==> config.mk <==
export PLATFORM = sky130hd
export DESIGN_NAME = forward_hazard_unit
export DESIGN_NICKNAME = d
export VERILOG_FILES = /design/src/rtl/forward_hazard_unit_pkg.sv /design/src/rtl/fwd_select.sv /design/src/rtl/forward_hazard_unit.sv
export SDC_FILE = /design/constraint.sdc
export NUM_CORES = 1
export LEC_CHECK = 0
export ABC_AREA = 1
export CORE_ASPECT_RATIO = 0.9
export CORE_MARGIN = 3
export CORE_UTILIZATION = 52
export CTS_CLUSTER_SIZE = 8
export DETAILED_ROUTE_END_ITERATION = 8
export HOLD_SLACK_MARGIN = 0.15
export PLACE_DENSITY_LB_ADDON = 0.2
export SYNTH_ARGS = -nofsm -noshare
export SYNTH_HDL_FRONTEND = slang
export SYNTH_HIERARCHICAL = 1
export SYNTH_SLANG_ARGS = --single-unit
==> constraint.sdc <==
create_clock -name clk -period 1.45 [get_ports clk]
set_input_delay 0.29 -clock clk [delete_from_list [all_inputs] [get_ports clk]]
set_output_delay 0.29 -clock clk [all_outputs]
set_load 0.005 [all_outputs]
==> src/rtl/forward_hazard_unit_pkg.sv <==
// Shared processor definitions: operand-forward select encodings and the
// pipeline shadow-entry record used by the forwarding/hazard logic.
package forward_hazard_unit_pkg;

    localparam logic [1:0] FWD_RF  = 2'b00;
    localparam logic [1:0] FWD_WB  = 2'b01;
    localparam logic [1:0] FWD_MEM = 2'b10;

    // Destination fields are held at a fixed maximum width so the record
    // layout is shared regardless of the instantiating ADDR_W (ADDR_W <= 16).
    localparam int DEST_W_MAX = 16;
    typedef logic [DEST_W_MAX-1:0] dest_t;

    typedef struct packed {
        logic  valid;
        logic  regwrite;
        logic  memread;
        dest_t dest;
    } stage_entry_t;

    // True when the entry will write a non-zero register equal to src.
    function automatic logic writes_src(input stage_entry_t e, input dest_t src);
        return e.valid && e.regwrite && (e.dest != '0) && (e.dest == src);
    endfunction

endpackage

==> src/rtl/fwd_select.sv <==
// Picks the operand source for one EX-stage mux: the MEM result has priority
// over the WB result, otherwise the register file value is used.
module fwd_select
    import forward_hazard_unit_pkg::*;
(
    input  logic         ex_valid,
    input  dest_t        src,
    input  stage_entry_t mem_entry,
    input  stage_entry_t wb_entry,
    output logic [1:0]   sel
);

    // memread only matters for the EX entry; it is carried here for layout only.
    logic unused_memread;
    assign unused_memread = mem_entry.memread ^ wb_entry.memread;

    always_comb begin
        sel = FWD_RF;
        if (ex_valid) begin
            if (writes_src(mem_entry, src)) begin
                sel = FWD_MEM;
            end else if (writes_src(wb_entry, src)) begin
                sel = FWD_WB;
            end
        end
    end

endmodule

==> src/rtl/forward_hazard_unit.sv <==
// Forwarding and load-use hazard detection: shadows the EX/MEM/WB stages,
// derives the EX operand mux selects and a single-cycle load-use stall.
module forward_hazard_unit
    import forward_hazard_unit_pkg::*;
#(
    parameter int ADDR_W = 5,
    parameter int CNT_W  = 16
) (
    input  logic              clk,
    input  logic              reset,
    input  logic [ADDR_W-1:0] ID_Rs,
    input  logic [ADDR_W-1:0] ID_Rt,
    input  logic [ADDR_W-1:0] ID_WriteReg,
    input  logic              ID_RegWrite,
    input  logic              ID_MemRead,
    input  logic              ID_Valid,
    input  logic              Flush,
    output logic [1:0]        ForwardA,
    output logic [1:0]        ForwardB,
    output logic              Stall,
    output logic [CNT_W-1:0]  StallCount
);

    stage_entry_t      ex_reg, mem_reg, wb_reg;
    stage_entry_t      ex_next;
    logic [ADDR_W-1:0] ex_rs_reg, ex_rt_reg;
    logic [CNT_W-1:0]  stall_cnt_reg;
    logic              stall;
    logic              bubble;
    dest_t             ex_src [2];
    logic [1:0]        fwd_sel [2];

    // A load in EX whose result is needed by ID cannot be forwarded in time.
    always_comb begin
        stall = ID_Valid && ex_reg.valid && ex_reg.memread && (ex_reg.dest != '0) &&
                ((ex_reg.dest == dest_t'(ID_Rs)) || (ex_reg.dest == dest_t'(ID_Rt)));
    end

    always_comb begin
        bubble  = stall || Flush || !ID_Valid;
        ex_next = '0;
        if (!bubble) begin
            ex_next.valid    = 1'b1;
            ex_next.regwrite = ID_RegWrite;
            ex_next.memread  = ID_MemRead;
            ex_next.dest     = dest_t'(ID_WriteReg);
        end
    end

    always_ff @(posedge clk or negedge reset) begin
        if (!reset) begin
            ex_reg        <= '0;
            mem_reg       <= '0;
            wb_reg        <= '0;
            ex_rs_reg     <= '0;
            ex_rt_reg     <= '0;
            stall_cnt_reg <= '0;
        end else begin
            wb_reg    <= mem_reg;
            mem_reg   <= ex_reg;
            ex_reg    <= ex_next;
            ex_rs_reg <= ID_Rs;
            ex_rt_reg <= ID_Rt;
            if (stall && (stall_cnt_reg != '1)) begin
                stall_cnt_reg <= stall_cnt_reg + CNT_W'(1);
            end
        end
    end

    assign ex_src[0] = dest_t'(ex_rs_reg);
    assign ex_src[1] = dest_t'(ex_rt_reg);

    // Index 0 drives operand A (rs), index 1 drives operand B (rt).
    generate
        for (genvar gi = 0; gi < 2; gi++) begin : g_fwd
            fwd_select u_fwd_select (
                .ex_valid  (ex_reg.valid),
                .src       (ex_src[gi]),
                .mem_entry (mem_reg),
                .wb_entry  (wb_reg),
                .sel       (fwd_sel[gi])
            );
        end
    endgenerate

    assign ForwardA   = fwd_sel[0];
    assign ForwardB   = fwd_sel[1];
    assign Stall      = stall;
    assign StallCount = stall_cnt_reg;

endmodule

Yosys cells after proc, flatten, opt, wreduce, memory -nomap -nowiden --
Cells that the tools add are included. Widths: inputs -> output; s select.
Word-level totals: register bits 81, output and inout port bits 21, logic and storage cells 48
Cells by class: reduce and logical (&&, ||, !) cells 20, equality and inequality tests 7, multiplexer cells 7, $add $sub $neg 1
Operators by type and width (count):
- $eq 16x5->1 | 6
- $reduce_bool 16->1 | 3
- $mux 19 | 1
- $add 16x1->16 const B | 1
- $ne 16x16->1 const B | 1
- $logic_and 1x1->1 | 13
- $mux 2 | 4
- $logic_or 1x1->1 | 3
- $mux 1 | 2
- $logic_not 1->1 | 1

Longest topological paths before layout --
Gate-level depths: netlist of the first run.
depth after elaboration 7, depth in mapped cells 10, mapped depth without buffers 9

Cells and area by module --
Netlist of the first run, hierarchy kept.
By module, submodules not included:
- forward_hazard_unit | times used 1, area each 2204.6 um^2, sequential area each 1251.2 um^2, cells each 254
- fwd_select | times used 2, area each 733.2 um^2, sequential area each 0.0 um^2, cells each 183

Worst setup path after synthesis of the first run --
No wires, ideal clock.
path kind flip-flop to flip-flop, start point reg stall_cnt_reg[0] (netlist: StallCount[0]), end point reg stall_cnt_reg[2] (netlist: StallCount[2]), buffers on the path 1, slack -91 ps, cell stages (with the launch flop) 8, library setup time 117 ps, clock period less this slack 1541 ps, data required time 1333 ps, arrival time 1424 ps, path through dfrtp_1 ha_1 inv_1 nor2_4 nand4_4 buf_2 nand4_1 nand2_1
On the way: word-level cells in the longest chain between the ends 2, elaborated cells on any way between the ends 3, those cells by class add/sub (1); eq/ne (1); reduce/logical (1)
Ends and longest elaborated chain:
- start, declared | RTL line forward_hazard_unit.sv:27 | logic [CNT_W-1:0] stall_cnt_reg;
- start signal, assigned | RTL line forward_hazard_unit.sv:65 | stall_cnt_reg <= stall_cnt_reg + CNT_W'(1);
- branches (longest 2 deep; another with $add 16x1->16)
Parallel ways; which one is timed is not known. A chain may end at the register's enable or synchronous reset.

Worst setup path in the final report of the first run --
start point reg mem_reg[2] in the netlist's numbering, end point out ForwardB[0]
On the way: word-level cells in the longest chain between the ends 5, elaborated cells on any way between the ends 6, those cells by class eq/ne (1); mux (2); reduce/logical (3)
Ends and longest elaborated chain:
- start, declared | RTL line forward_hazard_unit.sv:24 | stage_entry_t ex_reg, mem_reg, wb_reg;
- start signal, assigned | RTL line forward_hazard_unit.sv:60 | mem_reg <= ex_reg;
- $reduce_bool 16->1 | RTL line forward_hazard_unit_pkg.sv:23 | return e.valid && e.regwrite && (e.dest != '0) && (e.dest == src);
- $logic_and 1x1->1 | RTL line forward_hazard_unit_pkg.sv:23
- $logic_and 1x1->1 (*) | RTL line forward_hazard_unit_pkg.sv:23
- $mux 2 (*) | RTL line fwd_select.sv:20 | if (writes_src(mem_entry, src)) begin
- $mux 2 (*) | RTL line fwd_select.sv:19 | if (ex_valid) begin
- end, declared | RTL line forward_hazard_unit.sv:19 | output logic [1:0] ForwardB,
Mark *: on every way between the ends. The rest lies on a longest branch, timed or not.

==> impl_metrics.toml, run 1 <==
[global_route]
overflow = 0
grt_use_total_pct = 32.1
grt_max_degree = 49
grt_pass1_vias = 4594
antenna_found_initial = 0
grt_pass1_wl_mm = 20.5

[die]
initial_core_util_pct = 54.4
dieArea_um2 = 8000
core_um2 = 6660
die_w_um = 94.0
rows = 28
io_pins = 42
fp.dieH_um = 85.2

[placed_design]
place_area_um2 = 5060
dp_hpwl_mm = 7.53
io_buffers = 41
gp_congestion = 0.893
post-place-ws_ns = -0.708

[pwr]
leakagePower_nw = 3.11
power_mw = 3.21
power_density_nw_per_um2 = 560
vdd_drop_max_uv = 603

[setup_path]
startpoint = "mem_reg[2]$_DFF_PN0_"
reg2reg_to = "StallCount[10]$_DFFE_PN0P_"
critPathArrivalTime_ns = 1.93
rr_startpoint = "ex_reg[1]$_DFF_PN0_"
cp_max_fo = 3
worstSetupPathType = "reg2out"
rr_worst_depth = 10
cp-start-kind = "flip-flop"
ff2ff_setup_slack_ns = -0.34
crit_path_end_kind = "output port"
crit_required_ns = 1.16

[clock_tree]
cts.htree.levels = 2
clk_path_buf_depth = 2
clkLatencyLatePin_ns = 0.33
clk_pin_slew_ns = 0.11
cts_sinks = 48
cts-root-buf = "clkbuf_8"
cts_tree = "built"
cts_made_buffers = 5

[job]
maxCapViolations = 0

[routing]
first_iter_violations = 681
routedWlPerCell_um = 16.2
drt-total-wl_mm = 16.1
route.detailed.drc = 0
num_vias = 5151
avgViaCountPerCell = 5.19
drt_first_pass_iters = 8
ant_nets = 0

[final_layout]
antenna_cells = 0
largest_reg_flops = 16
postLayoutCellArea_um2 = 5720
final_cell_mix = "nand2_1, conb_1, inv_1"
layout.nets = 924
area_growth_pct = 58.1
final_layout_size_suffix_gt1_share_pct = 19.9
final_common_cell = "nand2_1"

[timing]
period_share_pct = 153
skew_ns = 0.0126
fin_crit_ns = 2.22
finalHoldWorstSlack_ns = 0.163
finalMaxSlewViolations = 0
rsz0062_at_grt = "true"
fin_ws_ns = -0.772
hold_violations = 0
setup_violations = 33
clock.fmax_mhz = 450

[synth]
synth_warnings = 6
postSynthCellCount = 618
netlist_area_um2 = 3620
avgSynthCellArea_um2 = 5.86

[worst_hold_path]
hold_start = "ID_Rt[2]"
min_path_cells = 1
holdPathEnd = "ex_rt_reg[2]$_DFF_PN0_"
min_path_type = "in2reg"

[status]
status = "finished with violations"
violations = "setup timing"
## worst max-delay path: stages (launching register included)
cell and delay, ns:
dfrtp_1 0.42, inv_1 0.10, nand2_1 0.10, o21ai_0 0.14, nor2_1 0.22, nand2_1 0.13
nor2_2 0.14, inv_1 0.06, nor2_1 0.11, nor2_1 0.05, buf_2 0.12
## through the flow
step,util (%),TNS (ns),instances
finish,86.0,-8.08,993
global route,86.0,-10.17,993
CTS,81.7,-2.62,987
detailed placement,76.0,-14.20,953
global placement,76.0,-12.05,953
floorplan,-,0,793
## how the worst max path moves through the flow
stage	to	slack [ns]	depth (start not counted)
after floorplan	StallCount[2]$_DFFE_PN0P_	0.003	7
after global placement	Stall	-0.64	10
after detailed placement	Stall	-0.71	10
after CTS	ForwardA[0]	-0.47	10
after global routing	ForwardB[0]	-0.83	10
final	ForwardB[0]	-0.77	10
## power by group
group | internal (mW) | total (mW) | switching [mW]
clock network | 0.521 | 1.08 | 0.559
registers | 1.38 | 1.44 | 0.0586
logic | 0.254 | 0.688 | 0.434
## layout make-up
| cell class | count | area (um^2) |
|---|---|---|
| multi-input combinational | 627 | 2900 |
| sequential | 48 | 1210 |
| timing repair buffer | 105 | 946 |
| fill | 365 | 932 |
| inverter | 115 | 434 |
| tap | 90 | 113 |
| clock buffer | 5 | 68.8 |
| clock inverter | 3 | 46.3 |
## repair_timing
action                                  CTS  global route
pin swaps                                35            41
hold buffers                              1             0
gates resized for setup                  82            89
buffers inserted                         24             7
endpoints found under the setup margin   39            31
cloned                                    1             0
hold endpoints to repair                 48             0
## per-layer routing
metal | vias to the layer above | track usage, % | share of wire, %
li1 | 2240 | - | -
met1 | 2258 | 37.5 | 34
met2 | 470 | 54.8 | 45
met3 | 183 | 7.09 | 12
met4 | 0 | 16.8 | 9.3
met5 | - | 0 | 0
No activity file was read; power rests on OpenSTA's default activity.
==> run 2: changes to the inputs <==
--- a/config.mk
+++ b/config.mk
@@ -11,6 +11,7 @@
 export CORE_UTILIZATION = 52
 export CTS_CLUSTER_SIZE = 8
 export DETAILED_ROUTE_END_ITERATION = 8
+export GPL_ROUTABILITY_DRIVEN = 0
 export HOLD_SLACK_MARGIN = 0.15
 export PLACE_DENSITY_LB_ADDON = 0.2
 export SYNTH_ARGS = -nofsm -noshare
==> results of run 2 <==
The final DEF is identical to that of run 1; final timing and power are the same.
